==> config.mk <==
export PLATFORM = sky130hd
export DESIGN_NAME = rx_rudi_decoder_flat
export DESIGN_NICKNAME = d
export VERILOG_FILES = /design/src/rtl/rx_rudi_decoder_if.sv /design/src/rtl/rx_rudi_decoder.sv /design/src/flat_wrapper.sv
export SDC_FILE = /design/constraint.sdc
export NUM_CORES = 1
export LEC_CHECK = 0
export ABC_AREA = 1
export ABC_CLOCK_PERIOD_IN_PS = 4400
export CAP_MARGIN = 20
export CORE_ASPECT_RATIO = 0.7
export CORE_MARGIN = 2
export CORE_UTILIZATION = 55
export CTS_BUF_LIST = sky130_fd_sc_hd__clkbuf_2 sky130_fd_sc_hd__clkbuf_4 sky130_fd_sc_hd__clkbuf_8
export DETAILED_ROUTE_END_ITERATION = 10
export PLACE_DENSITY = 0.84
export SYNTH_ARGS = -nofsm -noshare
export SYNTH_HDL_FRONTEND = slang
export SYNTH_SLANG_ARGS = --single-unit
==> constraint.sdc <==
create_clock -name i_Clk -period 4.4 [get_ports i_Clk]
set_input_delay 0.44 -clock i_Clk [delete_from_list [all_inputs] [get_ports i_Clk]]
set_output_delay 0.44 -clock i_Clk [all_outputs]
set_load 0.05 [all_outputs]
==> src/rtl/rx_rudi_decoder_if.sv <==
// Receive-side code-group stream in, RUDI indications and config word out.
interface rx_rudi_decoder_if;
    logic        i_Cke;
    logic        i_SyncStatus;
    logic [7:0]  i8_RxCodeGroup;
    logic        i_RxCtrl;
    logic        i_RxCodeErr;
    logic        i_ClrCnt;
    logic        o_RUDIConfig;
    logic        o_RUDIIdle;
    logic        o_RUDIInvalid;
    logic [15:0] o16_RxConfigReg;
    logic [7:0]  o8_InvalidCnt;

    // Code-group source side
    modport master (
        output i_Cke, i_SyncStatus, i8_RxCodeGroup, i_RxCtrl, i_RxCodeErr, i_ClrCnt,
        input  o_RUDIConfig, o_RUDIIdle, o_RUDIInvalid, o16_RxConfigReg, o8_InvalidCnt
    );

    // Decoder side
    modport slave (
        input  i_Cke, i_SyncStatus, i8_RxCodeGroup, i_RxCtrl, i_RxCodeErr, i_ClrCnt,
        output o_RUDIConfig, o_RUDIIdle, o_RUDIInvalid, o16_RxConfigReg, o8_InvalidCnt
    );
endinterface

==> src/rtl/rx_rudi_decoder.sv <==
// RUDI ordered-set decoder: recognises /C/ and /I/ sets, flags invalid code
// groups, keeps the last config word and a saturating invalid-event count.
module rx_rudi_decoder (
    input  logic                i_Clk,
    input  logic                i_ARst_L,
    rx_rudi_decoder_if.slave    bus
);
    localparam int unsigned CG_W  = 8;
    localparam int unsigned CFG_W = 16;

    localparam logic [CG_W-1:0] K28_5 = 8'hBC;
    localparam logic [CG_W-1:0] D21_5 = 8'hB5;
    localparam logic [CG_W-1:0] D2_2  = 8'h42;
    localparam logic [CG_W-1:0] D5_6  = 8'hC5;
    localparam logic [CG_W-1:0] D16_2 = 8'h50;

    typedef enum logic [1:0] {
        stWAIT_K,
        stGOT_K,
        stCFG_LO,
        stCFG_HI
    } state_e;

    state_e             state_q, state_d;
    logic               cfg_pls_q, cfg_pls_d;
    logic               idle_pls_q, idle_pls_d;
    logic               inv_pls_q, inv_pls_d;
    logic [CG_W-1:0]    lo_byte_q, lo_byte_d;
    logic [CFG_W-1:0]   cfg_reg_q, cfg_reg_d;
    logic [CG_W-1:0]    inv_cnt_q, inv_cnt_d;

    logic               is_comma;

    assign is_comma = bus.i_RxCtrl && (bus.i8_RxCodeGroup == K28_5);

    // Next-state, pulse, config capture and invalid counter
    always_comb begin
        state_d    = state_q;
        cfg_pls_d  = 1'b0;
        idle_pls_d = 1'b0;
        inv_pls_d  = 1'b0;
        lo_byte_d  = lo_byte_q;
        cfg_reg_d  = cfg_reg_q;
        inv_cnt_d  = inv_cnt_q;

        if (!bus.i_SyncStatus) begin
            // Loss of sync silences everything, including code errors
            state_d = stWAIT_K;
        end else if (bus.i_Cke) begin
            if (bus.i_RxCodeErr) begin
                inv_pls_d = 1'b1;
                state_d   = stWAIT_K;
            end else begin
                unique case (state_q)
                    stWAIT_K: begin
                        if (is_comma) begin
                            state_d = stGOT_K;
                        end else if (bus.i_RxCtrl) begin
                            inv_pls_d = 1'b1;
                        end
                    end
                    stGOT_K: begin
                        if (is_comma) begin
                            state_d = stGOT_K;
                        end else if (!bus.i_RxCtrl &&
                                     (bus.i8_RxCodeGroup == D21_5 || bus.i8_RxCodeGroup == D2_2)) begin
                            state_d = stCFG_LO;
                        end else if (!bus.i_RxCtrl &&
                                     (bus.i8_RxCodeGroup == D5_6 || bus.i8_RxCodeGroup == D16_2)) begin
                            idle_pls_d = 1'b1;
                            state_d    = stWAIT_K;
                        end else begin
                            inv_pls_d = 1'b1;
                            state_d   = stWAIT_K;
                        end
                    end
                    stCFG_LO, stCFG_HI: begin
                        if (bus.i_RxCtrl) begin
                            // A K inside the config payload aborts the set;
                            // a comma may start the next one immediately
                            inv_pls_d = 1'b1;
                            state_d   = is_comma ? stGOT_K : stWAIT_K;
                        end else if (state_q == stCFG_LO) begin
                            lo_byte_d = bus.i8_RxCodeGroup;
                            state_d   = stCFG_HI;
                        end else begin
                            cfg_reg_d = {bus.i8_RxCodeGroup, lo_byte_q};
                            cfg_pls_d = 1'b1;
                            state_d   = stWAIT_K;
                        end
                    end
                    default: state_d = stWAIT_K;
                endcase
            end
        end

        if (bus.i_ClrCnt) begin
            inv_cnt_d = '0;
        end else if (inv_pls_d && (inv_cnt_q != {CG_W{1'b1}})) begin
            inv_cnt_d = inv_cnt_q + CG_W'(1);
        end
    end

    // State and output registers
    always_ff @(posedge i_Clk or negedge i_ARst_L) begin
        if (!i_ARst_L) begin
            state_q    <= stWAIT_K;
            cfg_pls_q  <= 1'b0;
            idle_pls_q <= 1'b0;
            inv_pls_q  <= 1'b0;
            lo_byte_q  <= '0;
            cfg_reg_q  <= '0;
            inv_cnt_q  <= '0;
        end else begin
            state_q    <= state_d;
            cfg_pls_q  <= cfg_pls_d;
            idle_pls_q <= idle_pls_d;
            inv_pls_q  <= inv_pls_d;
            lo_byte_q  <= lo_byte_d;
            cfg_reg_q  <= cfg_reg_d;
            inv_cnt_q  <= inv_cnt_d;
        end
    end

    assign bus.o_RUDIConfig    = cfg_pls_q;
    assign bus.o_RUDIIdle      = idle_pls_q;
    assign bus.o_RUDIInvalid   = inv_pls_q;
    assign bus.o16_RxConfigReg = cfg_reg_q;
    assign bus.o8_InvalidCnt   = inv_cnt_q;

endmodule

==> src/flat_wrapper.sv <==
// flat-port wrapper written by rule: the top's interface ports become plain ports
module rx_rudi_decoder_flat 
  (i_Clk, i_ARst_L, bus_i_Cke, bus_i_SyncStatus, bus_i8_RxCodeGroup, bus_i_RxCtrl, bus_i_RxCodeErr, bus_i_ClrCnt, bus_o_RUDIConfig, bus_o_RUDIIdle, bus_o_RUDIInvalid, bus_o16_RxConfigReg, bus_o8_InvalidCnt);
  rx_rudi_decoder_if bus_i ();
  input  logic i_Clk;
  input  logic i_ARst_L;
  input wire logic [$bits(bus_i.i_Cke)-1:0] bus_i_Cke;
  input wire logic [$bits(bus_i.i_SyncStatus)-1:0] bus_i_SyncStatus;
  input wire logic [$bits(bus_i.i8_RxCodeGroup)-1:0] bus_i8_RxCodeGroup;
  input wire logic [$bits(bus_i.i_RxCtrl)-1:0] bus_i_RxCtrl;
  input wire logic [$bits(bus_i.i_RxCodeErr)-1:0] bus_i_RxCodeErr;
  input wire logic [$bits(bus_i.i_ClrCnt)-1:0] bus_i_ClrCnt;
  output wire logic [$bits(bus_i.o_RUDIConfig)-1:0] bus_o_RUDIConfig;
  output wire logic [$bits(bus_i.o_RUDIIdle)-1:0] bus_o_RUDIIdle;
  output wire logic [$bits(bus_i.o_RUDIInvalid)-1:0] bus_o_RUDIInvalid;
  output wire logic [$bits(bus_i.o16_RxConfigReg)-1:0] bus_o16_RxConfigReg;
  output wire logic [$bits(bus_i.o8_InvalidCnt)-1:0] bus_o8_InvalidCnt;
  assign bus_i.i_Cke = bus_i_Cke;
  assign bus_i.i_SyncStatus = bus_i_SyncStatus;
  assign bus_i.i8_RxCodeGroup = bus_i8_RxCodeGroup;
  assign bus_i.i_RxCtrl = bus_i_RxCtrl;
  assign bus_i.i_RxCodeErr = bus_i_RxCodeErr;
  assign bus_i.i_ClrCnt = bus_i_ClrCnt;
  assign bus_o_RUDIConfig = bus_i.o_RUDIConfig;
  assign bus_o_RUDIIdle = bus_i.o_RUDIIdle;
  assign bus_o_RUDIInvalid = bus_i.o_RUDIInvalid;
  assign bus_o16_RxConfigReg = bus_i.o16_RxConfigReg;
  assign bus_o8_InvalidCnt = bus_i.o8_InvalidCnt;
  rx_rudi_decoder u_core (.i_Clk(i_Clk), .i_ARst_L(i_ARst_L), .bus(bus_i));
endmodule
==> impl_metrics.prom <==
# TYPE chip_impl_metric gauge
chip_impl_info{name="critical_path.startpoint_type",value="flip-flop"} 1
chip_impl_metric{name="die_h",unit="um"} 52.19
chip_impl_metric{name="yosys_warnings",unit=""} 0
chip_impl_metric{name="power-per-cell-area",unit="mW/mm2"} 312.5
chip_impl_metric{name="synth_sequential_area_ratio",unit="%"} 50.75
chip_impl_metric{name="timing.critical_path.arrival",unit="ps"} 1570
chip_impl_metric{name="place_congestion",unit=""} 0.8612
chip_impl_metric{name="maxSlewViolCount",unit=""} 0
chip_impl_metric{name="post_synth_and_or_nand_nor_area_fraction",unit="%"} 31.21
chip_impl_metric{name="synth.net_count",unit=""} 238
chip_impl_info{name="rsz0062_at_grt",value="no"} 1
chip_impl_metric{name="maximum_single_stage_delay_on_the_critical_path",unit="ps"} 840
chip_impl_info{name="cp_slowest_cell",value="clkdlybuf4s50_1"} 1
chip_impl_metric{name="first_iter_violations",unit=""} 128
chip_impl_metric{name="timing.setup.tns",unit="ps"} 0
chip_impl_metric{name="grtUsageMet3",unit="%"} 5.577
chip_impl_metric{name="cp.buffers_inverters",unit=""} 1
chip_impl_metric{name="clock_sink_count",unit=""} 37
chip_impl_metric{name="total_power",unit="W"} 0.0007436
chip_impl_metric{name="combinationalPowerShare",unit="%"} 11.5
chip_impl_info{name="endpoint_kind",value="output pin"} 1
chip_impl_metric{name="postPlaceCellArea",unit="mm2"} 0.002260
chip_impl_metric{name="drt-wirelength-per-cell",unit="um"} 12.08
chip_impl_metric{name="syn_area",unit="mm2"} 0.001824
chip_impl_metric{name="fin_nets",unit=""} 283
chip_impl_metric{name="slew-limit-headroom",unit="%"} 65.62
chip_impl_metric{name="overall_track_demand_over_capacity_in_global_routing",unit="%"} 22.68
chip_impl_metric{name="finalSetupViolations",unit=""} 0
chip_impl_metric{name="rows",unit=""} 17
chip_impl_metric{name="drt-total-wl",unit="um"} 3697
chip_impl_metric{name="power.switching_fraction",unit="%"} 24.71
chip_impl_metric{name="area.growth.synth_to_final",unit="%"} 30.45
chip_impl_info{name="gr-max-usage-layer",value="met1"} 1
chip_impl_metric{name="floorplan.core_area",unit="mm2"} 0.003148
chip_impl_info{name="critical_path_class",value="flip-flop to output pin"} 1
chip_impl_metric{name="post-route-drc-count",unit=""} 0
chip_impl_metric{name="tightest_slew",unit="ps"} 514.2
chip_impl_metric{name="post_synth_num_cell_types",unit=""} 27
chip_impl_metric{name="postCtsSetupBuffers",unit=""} 0
chip_impl_metric{name="compound_gate_fraction_of_synth_area",unit="%"} 8.230
chip_impl_metric{name="post_synth_fa_ha_maj_area_fraction",unit="%"} 0.6859
chip_impl_info{name="cts_tree",value="yes"} 1
chip_impl_metric{name="vias",unit=""} 1581
chip_impl_metric{name="grtUsageMet2",unit="%"} 31.21
chip_impl_metric{name="critical_path.max_fanout",unit=""} 5
chip_impl_metric{name="pin_count",unit=""} 42
chip_impl_info{name="hold_path_class",value="flip-flop to flip-flop"} 1
chip_impl_info{name="crit_family",value="buffers and inverters"} 1
chip_impl_metric{name="synthesis.instances",unit=""} 222
chip_impl_metric{name="nFillCells",unit=""} 226
chip_impl_metric{name="first_global_vias",unit=""} 1374
chip_impl_metric{name="cts_hold_buffers",unit=""} 0
chip_impl_metric{name="drv.max_cap_violation_count",unit=""} 0
chip_impl_metric{name="vias_per_cell",unit=""} 5.167
chip_impl_metric{name="cts.reportedPaths.clkPinSlew",unit="ps"} 80
chip_impl_metric{name="period_share",unit="%"} 45.70
chip_impl_metric{name="post_synth_mux_area_share",unit="%"} 0
chip_impl_metric{name="final_core_utilization",unit="%"} 75.60
chip_impl_metric{name="detailed_place_hpwl",unit="um"} 2683
chip_impl_metric{name="drt.antenna.violating_nets",unit=""} 0
chip_impl_metric{name="report.final.hold_viol_count",unit=""} 0
chip_impl_metric{name="floorplan.die.width",unit="um"} 72.84
chip_impl_metric{name="grt_pass1_wl",unit="um"} 6348
chip_impl_metric{name="netSwitchingPower",unit="W"} 0.0001838
chip_impl_metric{name="share_clk_of_total_power",unit="%"} 41.2
chip_impl_metric{name="cellLeakagePower",unit="nW"} 1.189
chip_impl_metric{name="vdd.ir_drop.worst",unit="mV"} 0.2298
chip_impl_metric{name="worst_skew_pair.late_latency",unit="ps"} 290
chip_impl_metric{name="grt_antenna_before_repair",unit=""} 0
chip_impl_metric{name="worst_clock_skew",unit="ps"} 8.046
chip_impl_metric{name="post_synth.cell_area_avg",unit="um2"} 8.217
chip_impl_metric{name="timing.final.crit_period",unit="ps"} 2011
chip_impl_info{name="final_common_cell",value="nand2_1"} 1
chip_impl_metric{name="finish.instance_area",unit="mm2"} 0.002380
chip_impl_metric{name="final_layout_size_suffix_gt1_share",unit="%"} 11.94
chip_impl_info{name="synth_top_family_by_area",value="simple AND/OR/NAND/NOR gates"} 1
chip_impl_info{name="layout.cells.most_common_list",value="85 x nand2_1, 41 x clkdlybuf4s50_1, 37 x dfrtp_1"} 1
chip_impl_metric{name="grt_remaining_overflow",unit=""} 0
chip_impl_metric{name="grt_max_degree",unit=""} 38
chip_impl_metric{name="floorplan.initialDensity",unit="%"} 57.95
chip_impl_metric{name="seqPwrFrac",unit="%"} 47.2
chip_impl_info{name="run_status",value="finished clean"} 1
chip_impl_metric{name="ys_seq_elements",unit=""} 37
chip_impl_metric{name="floorplan.die_area",unit="mm2"} 0.003801
chip_impl_metric{name="cts_max_level",unit=""} 2
chip_impl_metric{name="yosys.area_share.xor_xnor",unit="%"} 2.401
chip_impl_info{name="cts-root-buf",value="clkbuf_8"} 1
chip_impl_metric{name="cts-resized-gates",unit=""} 0
chip_impl_metric{name="drt_pre_antenna_iters",unit=""} 5
chip_impl_metric{name="place.port_buffers",unit=""} 41
chip_impl_metric{name="clock_tree.buffer_depth",unit=""} 2
chip_impl_metric{name="antenna_cells_inserted",unit=""} 0
chip_impl_metric{name="grt_util_met1",unit="%"} 34.18
chip_impl_metric{name="num_cts_buffers",unit=""} 5
chip_impl_info{name="crit_path_cell_trace",value="clkdlybuf4s50_1"} 1
chip_impl_metric{name="p_int",unit="W"} 0.0005599
chip_impl_metric{name="max_freq",unit="MHz"} 497.3
chip_impl_metric{name="critical_path_required",unit="ps"} 3960
[logic make-up after synthesis]
| group | count (synthesis) |
|---|---|
| AOI/OAI and AO/OA | 22 |
| xor gates and xnor gates | 5 |
| adders and majority gates | 1 |
| buffers and inverters | 28 |
| DFF | 37 |
| and+or+nand+nor | 129 |
[area by class of cell]
| type | count | area, um2 | share of cell area, % |
|---|---|---|---|
| timing repair buffer | 42 | 417.9 | 17.56 |
| sequential | 37 | 925.9 | 38.91 |
| multi-input combinational | 157 | 775.7 | 32.60 |
| tap | 38 | 47.55 | 1.998 |
| clock inverter | 2 | 37.54 | 1.577 |
| clock buffer | 6 | 82.58 | 3.470 |
| inverter | 24 | 92.59 | 3.891 |
[power groups by stage]
stage / combinational (W) / sequential (W) / clock, W
finish: 0.0000857 / 0.000351 / 0.000307
global route: 0.0000942 / 0.000352 / 0.000326
CTS: 0.0000862 / 0.000351 / 0.000311
detailed placement: 0.0000856 / 0.000358 / 0
global placement: 0.0000848 / 0.000358 / 0
floorplan: 0.0000326 / 0.000372 / 0
[synthesized netlist by cell type (all sizes together)]
cell    instances  area share (%)
a21oi           1            0.27
nor2           18             4.4
nand2          90              19
o21ai          18             6.6
ha              1            0.69
a22o            2            0.96
inv            22             4.7
nor4            1            0.34
o211ai          1            0.41
nand4           3             1.0
xor2            4             1.9
clkbuf          2            0.41
buf             2             1.2
nor3            3             1.4
nand3          14             4.5
clkinv          2            0.41
dfrtp          37              51
xnor2           1            0.48
[routing by layer]
metal,wire length [um],up-vias,share of wire (%)
li1,-,791,-
met1,1872,739,51
met2,1583,44,43
met3,181,7,4.9
met4,59,0,1.6
met5,0,-,0
[path summary, 6_finish.rpt]
kind | end | slack [ps] | start | cells past startpoint
setup / recovery | bus_o8_InvalidCnt[2] | 2390 | u_core.bus.o8_InvalidCnt[2]$_DFFE_PN0P_ | 1
max in group asynchronous | u_core.lo_byte_q[3]$_DFFE_PN0P_ | 3510 | i_ARst_L | 2
min in group asynchronous | u_core.bus.o16_RxConfigReg[10]$_DFFE_PN0P_ | 560 | i_ARst_L | 2
hold / removal | u_core.bus.o16_RxConfigReg[3]$_DFFE_PN0P_ | 480 | u_core.lo_byte_q[3]$_DFFE_PN0P_ | 2
hold reg to reg | u_core.bus.o16_RxConfigReg[3]$_DFFE_PN0P_ | 480 | u_core.lo_byte_q[3]$_DFFE_PN0P_ | 2
setup reg to reg | u_core.bus.o8_InvalidCnt[2]$_DFFE_PN0P_ | 2670 | u_core.bus.o8_InvalidCnt[0]$_DFFE_PN0P_ | 8
[state kept, by name, summed over array words and instances (netlist names)]
register,flops
u_core.bus.o16_RxConfigReg,16
u_core.bus.o8_InvalidCnt,8
u_core.lo_byte_q,8
u_core.state_q,2
u_core.bus.o_RUDIConfig,1
u_core.bus.o_RUDIIdle,1
u_core.bus.o_RUDIInvalid,1
[worst reg2reg max path: stages, from the launching register on]
cell and delay (ps):
dfrtp_1 430, ha_1 190, nand2_1 80, nor3_1 310
nand3_1 180, nand3_4 190, nand2_4 100, nand2_1 80
nand2_1 50
[stage by stage]
stage / setup WS [ps] / instances / hold slack, ps
floorplan: 2567 / 222 / 144.4
global placement: 2304 / 298 / 453.3
detailed placement: 2279 / 298 / 459.9
CTS: 2371 / 306 / 478.0
global route: 2341 / 306 / 499.6
finish: 2389 / 306 / 475.9
No activity file was read; power rests on OpenSTA's default activity.
